===== src/rtl/watch_time_setter_pkg.sv =====
// Shared types and calendar helpers for the watch time editor.
// Field codes, reset time, days-in-month and single-field step arithmetic.
package watch_time_setter_pkg;

    typedef enum logic [2:0] {
        FieldYr   = 3'd0,
        FieldMo   = 3'd1,
        FieldDay  = 3'd2,
        FieldHr   = 3'd3,
        FieldMin  = 3'd4,
        FieldSec  = 3'd5,
        FieldNone = 3'd7
    } field_e;

    typedef struct packed {
        logic [11:0] year;
        logic [7:0]  month;
        logic [7:0]  day;
        logic [7:0]  hour;
        logic [7:0]  minute;
        logic [7:0]  second;
    } time_t;

    localparam time_t ResetTime = '{
        year:   12'd2021,
        month:  8'd5,
        day:    8'd30,
        hour:   8'd18,
        minute: 8'd32,
        second: 8'd0
    };

    function automatic logic is_leap(input logic [11:0] year);
        return ((year[1:0] == 2'b00) && ((year % 12'd100) != 12'd0)) ||
               ((year % 12'd400) == 12'd0);
    endfunction

    function automatic logic [7:0] days_in_month(input logic [11:0] year,
                                                 input logic [7:0]  month);
        case (month)
            8'd2:                     return is_leap(year) ? 8'd29 : 8'd28;
            8'd4, 8'd6, 8'd9, 8'd11:  return 8'd30;
            default:                  return 8'd31;
        endcase
    endfunction

    // One up/down step of the selected field with wrap; a year or month change
    // pulls the day back into the new month's range in the same update.
    function automatic time_t step_field(input time_t  t,
                                         input field_e f,
                                         input logic   up);
        time_t      r;
        logic [7:0] md;
        r  = t;
        md = days_in_month(t.year, t.month);
        case (f)
            FieldYr: begin
                if (up) r.year = (t.year == 12'd4095) ? 12'd1 : t.year + 12'd1;
                else    r.year = (t.year <= 12'd1) ? 12'd4095 : t.year - 12'd1;
            end
            FieldMo: begin
                if (up) r.month = (t.month >= 8'd12) ? 8'd1 : t.month + 8'd1;
                else    r.month = (t.month <= 8'd1) ? 8'd12 : t.month - 8'd1;
            end
            FieldDay: begin
                if (up) r.day = (t.day >= md) ? 8'd1 : t.day + 8'd1;
                else    r.day = (t.day <= 8'd1) ? md : t.day - 8'd1;
            end
            FieldHr: begin
                if (up) r.hour = (t.hour >= 8'd23) ? 8'd0 : t.hour + 8'd1;
                else    r.hour = (t.hour == 8'd0) ? 8'd23 : t.hour - 8'd1;
            end
            FieldMin: begin
                if (up) r.minute = (t.minute >= 8'd59) ? 8'd0 : t.minute + 8'd1;
                else    r.minute = (t.minute == 8'd0) ? 8'd59 : t.minute - 8'd1;
            end
            FieldSec: begin
                if (up) r.second = (t.second >= 8'd59) ? 8'd0 : t.second + 8'd1;
                else    r.second = (t.second == 8'd0) ? 8'd59 : t.second - 8'd1;
            end
            default: r = t;
        endcase
        if (f == FieldYr || f == FieldMo) begin
            md = days_in_month(r.year, r.month);
            if (r.day > md) r.day = md;
        end
        return r;
    endfunction

endpackage


===== src/rtl/watch_time_setter_debounce.sv =====
// Push-button front end: 2-FF sync, level debounce, registered press pulse
// and optional hold-to-repeat.
module watch_time_setter_debounce #(
    parameter int unsigned DEB_CYCLES   = 500_000,
    parameter int unsigned REPEAT_DELAY = 25_000_000,
    parameter int unsigned REPEAT_RATE  = 5_000_000,
    parameter bit          REPEAT_EN    = 1'b0
) (
    input  logic clk,
    input  logic rst,
    input  logic btn,
    input  logic restart,
    output logic press
);

    localparam int unsigned DW     = (DEB_CYCLES > 1) ? $clog2(DEB_CYCLES) : 1;
    localparam int unsigned RepMax = (REPEAT_DELAY > REPEAT_RATE) ? REPEAT_DELAY : REPEAT_RATE;
    localparam int unsigned RW     = (RepMax > 1) ? $clog2(RepMax) : 1;

    logic [1:0]    sync_q;
    logic          deb_q;
    logic [DW-1:0] deb_cnt_q;
    logic [RW-1:0] rep_cnt_q;
    logic          rep_phase_q;
    logic          press_q;

    logic sync_lvl;
    logic accept;
    logic rise;
    logic rep_fire;

    always_comb begin
        sync_lvl = sync_q[1];
        accept   = (sync_lvl != deb_q) && (deb_cnt_q == DW'(DEB_CYCLES - 1));
        rise     = accept && sync_lvl;
        // Initial delay first, then the shorter period until release or restart.
        rep_fire = REPEAT_EN && deb_q && !accept && !restart &&
                   (rep_phase_q ? (rep_cnt_q == RW'(REPEAT_RATE - 1))
                                : (rep_cnt_q == RW'(REPEAT_DELAY - 1)));
    end

    always_ff @(posedge clk or negedge rst) begin
        if (!rst) begin
            sync_q      <= '0;
            deb_q       <= 1'b0;
            deb_cnt_q   <= '0;
            rep_cnt_q   <= '0;
            rep_phase_q <= 1'b0;
            press_q     <= 1'b0;
        end else begin
            sync_q <= {sync_q[0], btn};

            if (sync_lvl == deb_q) begin
                deb_cnt_q <= '0;
            end else if (accept) begin
                deb_q     <= sync_lvl;
                deb_cnt_q <= '0;
            end else begin
                deb_cnt_q <= deb_cnt_q + DW'(1);
            end

            if (!REPEAT_EN || !deb_q || accept || restart) begin
                rep_cnt_q   <= '0;
                rep_phase_q <= 1'b0;
            end else if (rep_fire) begin
                rep_cnt_q   <= '0;
                rep_phase_q <= 1'b1;
            end else begin
                rep_cnt_q <= rep_cnt_q + RW'(1);
            end

            press_q <= rise || rep_fire;
        end
    end

    assign press = press_q;

endmodule


===== src/rtl/watch_time_setter.sv =====
// Button-driven time editor: snapshots the running time, steps through fields,
// and emits the edited time with a one-cycle set_time strobe on commit.
module watch_time_setter
    import watch_time_setter_pkg::*;
#(
    parameter int unsigned DEB_CYCLES     = 500_000,
    parameter int unsigned REPEAT_DELAY   = 25_000_000,
    parameter int unsigned REPEAT_RATE    = 5_000_000,
    parameter int unsigned TIMEOUT_CYCLES = 500_000_000,
    parameter int unsigned BLINK_HALF     = 12_500_000
) (
    input  logic        clk,
    input  logic        rst,
    input  logic        btn_mode,
    input  logic        btn_up,
    input  logic        btn_down,
    input  logic [11:0] cur_year,
    input  logic [7:0]  cur_month,
    input  logic [7:0]  cur_day,
    input  logic [7:0]  cur_hour,
    input  logic [7:0]  cur_minute,
    input  logic [7:0]  cur_second,
    output logic [51:0] bin_time,
    output logic        set_time,
    output logic        edit_active,
    output logic [2:0]  edit_field,
    output logic        blink
);

    localparam int unsigned TW = (TIMEOUT_CYCLES > 1) ? $clog2(TIMEOUT_CYCLES) : 1;
    localparam int unsigned BW = (BLINK_HALF > 1) ? $clog2(BLINK_HALF) : 1;

    typedef enum logic [2:0] {
        StIdle, StEditYr, StEditMo, StEditDay, StEditHr, StEditMin, StEditSec, StCommit
    } state_e;

    logic mode_press;
    logic up_press;
    logic down_press;

    watch_time_setter_debounce #(
        .DEB_CYCLES  (DEB_CYCLES),
        .REPEAT_DELAY(REPEAT_DELAY),
        .REPEAT_RATE (REPEAT_RATE),
        .REPEAT_EN   (1'b0)
    ) u_btn_mode (
        .clk    (clk),
        .rst    (rst),
        .btn    (btn_mode),
        .restart(1'b0),
        .press  (mode_press)
    );

    // A field change restarts any hold-repeat in progress on up/down.
    watch_time_setter_debounce #(
        .DEB_CYCLES  (DEB_CYCLES),
        .REPEAT_DELAY(REPEAT_DELAY),
        .REPEAT_RATE (REPEAT_RATE),
        .REPEAT_EN   (1'b1)
    ) u_btn_up (
        .clk    (clk),
        .rst    (rst),
        .btn    (btn_up),
        .restart(mode_press),
        .press  (up_press)
    );

    watch_time_setter_debounce #(
        .DEB_CYCLES  (DEB_CYCLES),
        .REPEAT_DELAY(REPEAT_DELAY),
        .REPEAT_RATE (REPEAT_RATE),
        .REPEAT_EN   (1'b1)
    ) u_btn_down (
        .clk    (clk),
        .rst    (rst),
        .btn    (btn_down),
        .restart(mode_press),
        .press  (down_press)
    );

    state_e        state_q;
    time_t         shadow_q;
    logic          set_time_q;
    logic          edit_active_q;
    field_e        field_q;
    logic          blink_q;
    logic [TW-1:0] tout_q;
    logic [BW-1:0] blink_cnt_q;

    time_t cur_time;
    time_t adj_time;

    always_comb begin
        cur_time = '{year:   cur_year,
                     month:  cur_month,
                     day:    cur_day,
                     hour:   cur_hour,
                     minute: cur_minute,
                     second: cur_second};
        adj_time = step_field(shadow_q, field_q, up_press);
    end

    always_ff @(posedge clk or negedge rst) begin
        if (!rst) begin
            state_q       <= StIdle;
            shadow_q      <= ResetTime;
            set_time_q    <= 1'b0;
            edit_active_q <= 1'b0;
            field_q       <= FieldNone;
            blink_q       <= 1'b0;
            tout_q        <= '0;
            blink_cnt_q   <= '0;
        end else begin
            set_time_q <= 1'b0;
            case (state_q)
                StIdle: begin
                    tout_q      <= '0;
                    blink_cnt_q <= '0;
                    blink_q     <= 1'b0;
                    if (mode_press) begin
                        shadow_q      <= cur_time;
                        state_q       <= StEditYr;
                        edit_active_q <= 1'b1;
                        field_q       <= FieldYr;
                    end
                end
                StCommit: begin
                    state_q <= StIdle;
                end
                default: begin
                    if (blink_cnt_q == BW'(BLINK_HALF - 1)) begin
                        blink_cnt_q <= '0;
                        blink_q     <= ~blink_q;
                    end else begin
                        blink_cnt_q <= blink_cnt_q + BW'(1);
                    end

                    // Mode has priority; a coincident up/down is dropped.
                    if (mode_press) begin
                        tout_q <= '0;
                        if (state_q == StEditSec) begin
                            state_q       <= StCommit;
                            set_time_q    <= 1'b1;
                            edit_active_q <= 1'b0;
                            field_q       <= FieldNone;
                            blink_q       <= 1'b0;
                            blink_cnt_q   <= '0;
                        end else begin
                            state_q <= state_e'(state_q + 3'd1);
                            field_q <= field_e'(field_q + 3'd1);
                        end
                    end else if (up_press || down_press) begin
                        tout_q <= '0;
                        if (up_press ^ down_press) shadow_q <= adj_time;
                    end else if (tout_q == TW'(TIMEOUT_CYCLES - 1)) begin
                        state_q       <= StIdle;
                        edit_active_q <= 1'b0;
                        field_q       <= FieldNone;
                        blink_q       <= 1'b0;
                        blink_cnt_q   <= '0;
                        tout_q        <= '0;
                    end else begin
                        tout_q <= tout_q + TW'(1);
                    end
                end
            endcase
        end
    end

    assign bin_time    = shadow_q;
    assign set_time    = set_time_q;
    assign edit_active = edit_active_q;
    assign edit_field  = field_q;
    assign blink       = blink_q;

endmodule


===== config.mk =====
export PLATFORM = sky130hd
export DESIGN_NAME = watch_time_setter
export DESIGN_NICKNAME = d
export VERILOG_FILES = /design/src/rtl/watch_time_setter_pkg.sv /design/src/rtl/watch_time_setter_debounce.sv /design/src/rtl/watch_time_setter.sv
export SDC_FILE = /design/constraint.sdc
export NUM_CORES = 1
export LEC_CHECK = 0
export ABC_AREA = 1
export CAP_MARGIN = 25
export CELL_PAD_IN_SITES_DETAIL_PLACEMENT = 0
export CELL_PAD_IN_SITES_GLOBAL_PLACEMENT = 1
export CORE_AREA = 2 2 194 196
export DETAILED_ROUTE_END_ITERATION = 10
export DIE_AREA = 0 0 196 198
export PLACE_DENSITY = 0.92
export SYNTH_ARGS = -nofsm -noshare
export SYNTH_HDL_FRONTEND = slang
export SYNTH_SLANG_ARGS = --single-unit

===== constraint.sdc =====
create_clock -name clk -period 7.45 [get_ports clk]
set_input_delay 1.1175 -clock clk [delete_from_list [all_inputs] [get_ports clk]]
set_output_delay 1.1175 -clock clk [all_outputs]
set_load 0.005 [all_outputs]

# Word-level counts from Yosys, hierarchy flattened

Index checks and enable logic that the tools add are counted.

Bits in registers: 235
Input bits: 57
Output and inout port bits: 58
Word-level logic and storage cells: 258

$add $sub $neg: 21
Div/mod/pow operators: 4
Magnitude comparators: 9
Eq/ne operators: 38
Mux-type cells: 89
Bitwise logic cells: 6
Reductions and logical operators: 62

Operators with widths:

| cell                                                                | number |
|---|---|
| 52-bit two-way mux                                                  | 4 |
| 8-bit two-way mux                                                   | 23 |
| 24-bit two-way mux                                                  | 5 |
| 19-bit two-way mux                                                  | 6 |
| 52-bit case mux with 2 select lines                                 | 1 |
| 25-bit two-way mux                                                  | 4 |
| 29-bit two-way mux                                                  | 3 |
| 29-bit case mux with 2 select lines                                 | 1 |
| 19-bit by 1-bit adder with 19-bit output (second input constant)    | 3 |
| 19-bit == test (second input constant)                              | 3 |
| 25-bit by 1-bit adder with 25-bit output (second input constant)    | 2 |
| 25-bit by 23-bit == test with 1-bit output (second input constant)  | 2 |
| 25-bit == test (second input constant)                              | 2 |
| 12-bit two-way mux                                                  | 4 |
| 24-bit case mux with 2 select lines                                 | 1 |
| 8-bit by 1-bit adder with 8-bit output (second input constant)      | 5 |
| 8-bit by 1-bit subtractor with 8-bit output (second input constant) | 5 |
| 8-bit by 3-bit == test with 1-bit output (second input constant)    | 4 |
| 8-bit by 4-bit == test with 1-bit output (second input constant)    | 4 |
| 3-bit two-way mux                                                   | 10 |
| 29-bit by 1-bit adder with 29-bit output (second input constant)    | 1 |
| 29-bit == test (second input constant)                              | 1 |
| 24-bit by 1-bit adder with 24-bit output (second input constant)    | 1 |
| 24-bit == test (second input constant)                              | 1 |
| 46 further kinds                                                    | 133 |

# Depth between registers and ports, before layout

Depth after elaboration: 18
Gate-level depth with buffers: 68
Depth with buffers taken out: 67

# By module

Synthesis repeated with hierarchy kept, for this count alone.

Cell total of the unflattened synthesis: 2534
Area total of the unflattened synthesis: 17574.4 um^2

By module, submodules not included:

| module                                   | instances | cells an instance | area an instance (um^2) |
|---|---|---|---|
| watch_time_setter                        | 1         | 1571              | 10535.1 |
| watch_time_setter_debounce at u_btn_up   | 1         | 397               | 2902.8 |
| watch_time_setter_debounce at u_btn_down | 1         | 398               | 2866.5 |
| watch_time_setter_debounce at u_btn_mode | 1         | 168               | 1270.0 |

# Worst setup path before layout

OpenSTA, ideal clock, no wires.

Kind: flip-flop to flip-flop
Start: reg shadow_q (netlist bit bin_time[48])
End: reg shadow_q (netlist bit bin_time[30])
Library setup time: 0.079 ns
Arrival: 5.972 ns
Setup slack: 1.398 ns
Cell stages (with the launch flop): 63
Path through: dfstp_2 > buf_4 > nor2_4 > nand2_1 > nand2_1 > inv_2 > nand2_1 > nand2_1 > inv_1 > nand3_1 > nand2_1 > inv_1 > nand2_1 > inv_2 > nor2_2 > nor2_2 > nand2_1 > nand2_1 > (+27 left out) > nand2_1 > inv_1 > ha_1 > inv_1 > a21boi_0 > o211ai_1 > nand3_1 > inv_1 > a221oi_1 > o21ai_0 > ha_1 > a21oi_1 > a211oi_1 > a311o_1 > nand2_1 > nand2_1 > or2_2 > a2bb2oi_1

Cells in the longest elaborated chain, start to end: 18

Ends and longest elaborated chain:

| what                                                                        | line                                                     | source |
|---|---|---|
| from (decl)                                                                 | watch_time_setter.sv:82                                  | `time_t shadow_q;` |
| from (signal assigned)                                                      | watch_time_setter.sv:106                                 | `shadow_q <= ResetTime;` |
| from (signal assigned)                                                      | watch_time_setter.sv:121                                 | `shadow_q <= cur_time;` |
| from (signal assigned)                                                      | watch_time_setter.sv:154                                 | `if (up_press ^ down_press) shadow_q <= adj_time;` |
| 12-bit by 1-bit subtractor with 12-bit output, or another cell as far along | watch_time_setter_pkg.sv:59                              | `else r.year = (t.year <= 12'd1) ? 12'd4095 : t.year - 12'd1;` |
| 12-bit two-way mux (on tied branches)                                       | watch_time_setter_pkg.sv:59, watch_time_setter_pkg.sv:58 |  |
| 12-bit two-way mux                                                          | watch_time_setter_pkg.sv:58                              | `if (up) r.year = (t.year == 12'd4095) ? 12'd1 : t.year + 12'd1;` |
| 12-bit two-way mux                                                          | watch_time_setter_pkg.sv:56                              | `case (f)` |
| 12-bit by 7-bit remainder unit with 12-bit output                           | watch_time_setter_pkg.sv:34                              | `return ((year[1:0] == 2'b00) && ((year % 12'd100) != 12'd0)) \|\|` |
| 12-bit nonzero test                                                         | watch_time_setter_pkg.sv:34                              |  |
| 1-bit logical AND                                                           | watch_time_setter_pkg.sv:34                              |  |
| 1-bit logical OR                                                            | watch_time_setter_pkg.sv:34                              |  |
| (+2 left out)                                                               | n/a                                                      |  |
| 8-bit two-way mux                                                           | watch_time_setter_pkg.sv:83                              | `if (f == FieldYr \|\| f == FieldMo) begin` |
| 8-bit greater-than comparator                                               | watch_time_setter_pkg.sv:85                              | `if (r.day > md) r.day = md;` |
| 8-bit two-way mux                                                           | watch_time_setter_pkg.sv:85                              |  |
| 8-bit two-way mux (*)                                                       | watch_time_setter_pkg.sv:83                              |  |
| 52-bit two-way mux (*)                                                      | watch_time_setter.sv:154                                 |  |
| 52-bit two-way mux (*)                                                      | watch_time_setter.sv:152                                 | `end else if (up_press \|\| down_press) begin` |
| 52-bit two-way mux (*)                                                      | watch_time_setter.sv:139                                 | `if (mode_press) begin` |
| 52-bit case mux with 2 select lines (*)                                     | watch_time_setter.sv:115                                 | `case (state_q)` |

Mark *: on every way between the ends. The rest lies on a longest branch, timed or not. The select of a mux whose other input is x is not followed.
A chain may end at the register's enable or synchronous reset.

# Worst setup path in the final report

Start: reg shadow_q (netlist bit bin_time[47])
End: reg shadow_q (netlist bit bin_time[30])

The elaborated chain is that of the path after synthesis.

==> impl_metrics.py <==
metrics = {
    "critical_path": {
        "cp.required_ps": 7930,
        "path_common_cell": "nand2_1",
        "path_class": "reg -> reg",
        "crit_fanout": 7,
        "crit_slowest_cell": "dfstp_2",
        "start_kind": "flop",
        "end_kind": "flop",
        "cpPeakStageDelay_ps": 610,
        "arrival_ps": 7130,
    },
    "synth": {
        "synthArstFlopShare_pct": 100,
        "synth_cells": 2256,
        "synth.yosys.seq_area_share_pct": 37.0,
        "syn-cell-area_um2": 16000,
        "yosys_warnings": 0,
        "ys_seq_elements": 235,
        "syn_nets": 2353,
        "synth_edf_count": 0,
        "ys_types": 67,
        "avgSynthCellArea_um2": 7.08,
        "ys.flop_type": "dfrtp_1",
    },
    "power_and_ir_drop": {
        "switchingPower_mw": 0.606,
        "ir_worst_vdd_uv": 157,
        "cellLeakagePower_nw": 8.07,
        "p_per_area_nw_per_um2": 151,
        "pwr-share-clk_pct": 51.8,
        "p_int_mw": 2.22,
        "p_total_mw": 2.82,
        "sequentialPowerShare_pct": 45.5,
        "combinationalPowerShare_pct": 2.6,
        "switching_share_pct": 21.4,
    },
    "floorplan": {
        "initial_core_util_pct": 43.2,
        "die_h_um": 198,
        "die_area_um2": 38800,
        "pin_count": 115,
        "die_x_um": 196,
        "core_um2": 37000,
        "num_rows": 71,
    },
    "grt": {
        "grtUsageTotal_pct": 21.4,
        "first_global_vias": 14700,
        "grt_pass1_wl_mm": 70.2,
        "antenna_found_initial": 1,
        "grt_max_degree": 163,
        "grt_overflow": 0,
    },
    "cells_and_area": {
        "nNetsFinal": 2463,
        "final_layout_size_suffix_gt1_share_pct": 8.38,
        "syn2layout_area_growth_pct": 17.2,
        "fin_util_pct": 50.7,
        "post-route-cell-area_um2": 18700,
    },
    "cts": {
        "path_clk_slew_ps": 60,
        "htreeDepth": 1,
        "cts_buffers": 28,
        "cts_tree": "built",
        "numClockSinks": 235,
        "clk_path_buf_depth": 3,
        "clk_latency_ps": 560,
        "cts_root_buf": "clkbuf_16",
    },
    "status": {
        "status": "finished clean",
    },
    "sta": {
        "slew_viol_final": 0,
        "holdWs_ps": 351,
        "final-hold-violation-count": 0,
        "period_share_pct": 89.3,
        "setup_viol": 0,
        "fin_crit_ps": 6650,
        "fin_skew_ps": 18.5,
        "max_freq_mhz": 150,
        "slew_headroom_pct": 34.8,
        "worst_slew_pin_slew_ps": 978,
    },
    "route": {
        "wl_per_cell_um": 14.5,
        "drc": 0,
        "antenna_left": 0,
        "dr.pass1.iters": 5,
        "vias_per_cell": 5.35,
        "drt_iter0_drc": 1034,
        "vias": 15300,
        "wl_mm": 41.6,
    },
    "placed_design": {
        "dpl_cell_area_um2": 17600,
        "io_buffers": 114,
        "dpl.hpwl_mm": 29.9,
        "gp_congestion": 0.954,
    },
    "hold_path": {
        "min_path_type": "reg -> reg",
    },
    "run": {
        "cap_viol_max_count": 0,
    },
}
## Yosys cell counts (all sizes together), types with 8 or more instances
| cell type | n | share of area, % |
|---|---|---|
| o32ai | 9 | 0.49 |
| dfrtp | 215 | 34 |
| a31oi | 16 | 0.63 |
| nand4 | 51 | 2.1 |
| nand2 | 417 | 11 |
| inv | 364 | 8.6 |
| nor3b | 11 | 0.52 |
| nor4 | 22 | 0.86 |
| xor2 | 54 | 3.0 |
| clkbuf | 45 | 1.1 |
| o22ai | 43 | 1.7 |
| a21oi | 127 | 4.0 |
| nor2 | 315 | 7.8 |
| nor3 | 83 | 2.6 |
| o21ai | 170 | 5.4 |
| a211oi | 8 | 0.38 |
| o21a | 11 | 0.52 |
| dfstp | 20 | 3.3 |
| nand3 | 142 | 5.1 |
| ha | 40 | 3.1 |
| buf | 9 | 0.33 |
| o211ai | 17 | 0.80 |
## final timing paths
kind	to	depth (start not counted)	slack, ps	from
min	u_btn_mode.sync_q[1]	0	350	u_btn_mode.sync_q[0]
max	bin_time[30]	59	800	bin_time[47]
max reg2reg	bin_time[30]	59	800	bin_time[47]
min in group asynchronous	blink_cnt_q[10]	1	530	rst
max in group asynchronous	u_btn_up.deb_cnt_q[18]	2	5590	rst
min reg2reg	u_btn_mode.sync_q[1]	0	350	u_btn_mode.sync_q[0]
## repair_timing
item                                    in CTS  in global routing
buffers inserted                             0                 11
hold buffers                                 0                  0
resized for setup                            0                 23
endpoints found under the setup margin       0                  7
## sequential cells by signal, summed over array words and instances (netlist names), 2 cells and up
name                  cells
u_btn_down.deb_cnt_q     19
bin_time                 52
tout_q                   29
u_btn_up.deb_cnt_q       19
u_btn_mode.deb_cnt_q     19
u_btn_mode.sync_q         2
u_btn_up.sync_q           2
edit_field                3
u_btn_down.sync_q         2
u_btn_down.rep_cnt_q     25
state_q                   3
blink_cnt_q              24
u_btn_up.rep_cnt_q       25
## critical path, delay by kind of cell, from the launching register on
kind                     cells  cell delay [ps]
AND/OR/NAND/NOR             37             3170
flip-flops                   1              610
AO/OA/AOI/OAI               10             1670
buffers and inverters       10              540
adder cells (fa/ha/maj)      2              590
## per-layer routing
metal  vias to the layer above  GRT usage [%]  wire (um)  share of wire [%]
met4                         0           7.27       1080                2.6
met5                         -              0          0                  0
li1                       7689              -          -                  -
met2                       412           36.3      19800                 48
met3                        68           2.52       2090                5.0
met1                      7151           28.4      18700                 45
## cells in the final DEF, fill, tap and decap left out, drive strengths merged, types with 4 or more instances in the layout
| master | n |
|---|---|
| o21a | 11 |
| a211oi | 8 |
| xnor2 | 7 |
| nand3 | 142 |
| o211ai | 17 |
| or2 | 4 |
| xor2 | 54 |
| inv | 366 |
| nand2 | 417 |
| a2bb2oi | 5 |
| nor3b | 11 |
| a31oi | 16 |
| o32ai | 9 |
| a221oi | 4 |
| clkbuf | 42 |
| o22ai | 43 |
| ha | 40 |
| nor4 | 22 |
| o31ai | 7 |
| nor3 | 83 |
| a21oi | 127 |
| a22oi | 5 |
| nor2 | 315 |
| nand4 | 51 |
| bufinv | 4 |
| buf | 21 |
| clkdlybuf4s50 | 113 |
| o21ai | 170 |
| dfrtp | 215 |
| dfstp | 20 |
| clkinv | 6 |
## logic make-up after synthesis
| family | after synthesis | synth area share, % |
|---|---|---|
| buffers and inverters | 421 | 10.0 |
| and+or+nand+nor | 1050 | 30.0 |
| muxes | 1 | 0.0627 |
| xor gates and xnor gates | 61 | 3.34 |
| DFF | 235 | 37.0 |
| AOI/OAI and AO/OA | 448 | 16.4 |
| adders and majority gates | 40 | 3.13 |
## power groups by stage
| stage | Clock (mW) | Combinational, mW | Sequential [mW] |
|---|---|---|---|
| CTS | 1.50 | 0.0775 | 1.29 |
| global route | 1.55 | 0.0848 | 1.29 |
| detailed placement | 0 | 0.0768 | 1.31 |
| global placement | 0 | 0.0765 | 1.31 |
| floorplan | 0 | 0.0133 | 1.31 |
| finish | 1.46 | 0.0743 | 1.29 |
## final cells by class
cell class,count,area (um2)
inverter,367,1380
antenna,1,2.50
clock inverter,10,164
clock buffer,42,825
tap,474,593
timing repair buffer,134,1310
sequential,235,5910
fill,3612,18200
multi-input combinational,1600,8550
## through the flow
| step | worst slack [ps] | std cells | TNS (ps) |
|---|---|---|---|
| floorplan | 1400 | 2256 | 0 |
| global placement | 913 | 2799 | 0 |
| CTS | 498 | 2851 | 0 |
| detailed placement | 523 | 2799 | 0 |
| finish | 798 | 2863 | 0 |
| global route | -13.8 | 2863 | -16.8 |
No activity file was read; power rests on OpenSTA's default activity.
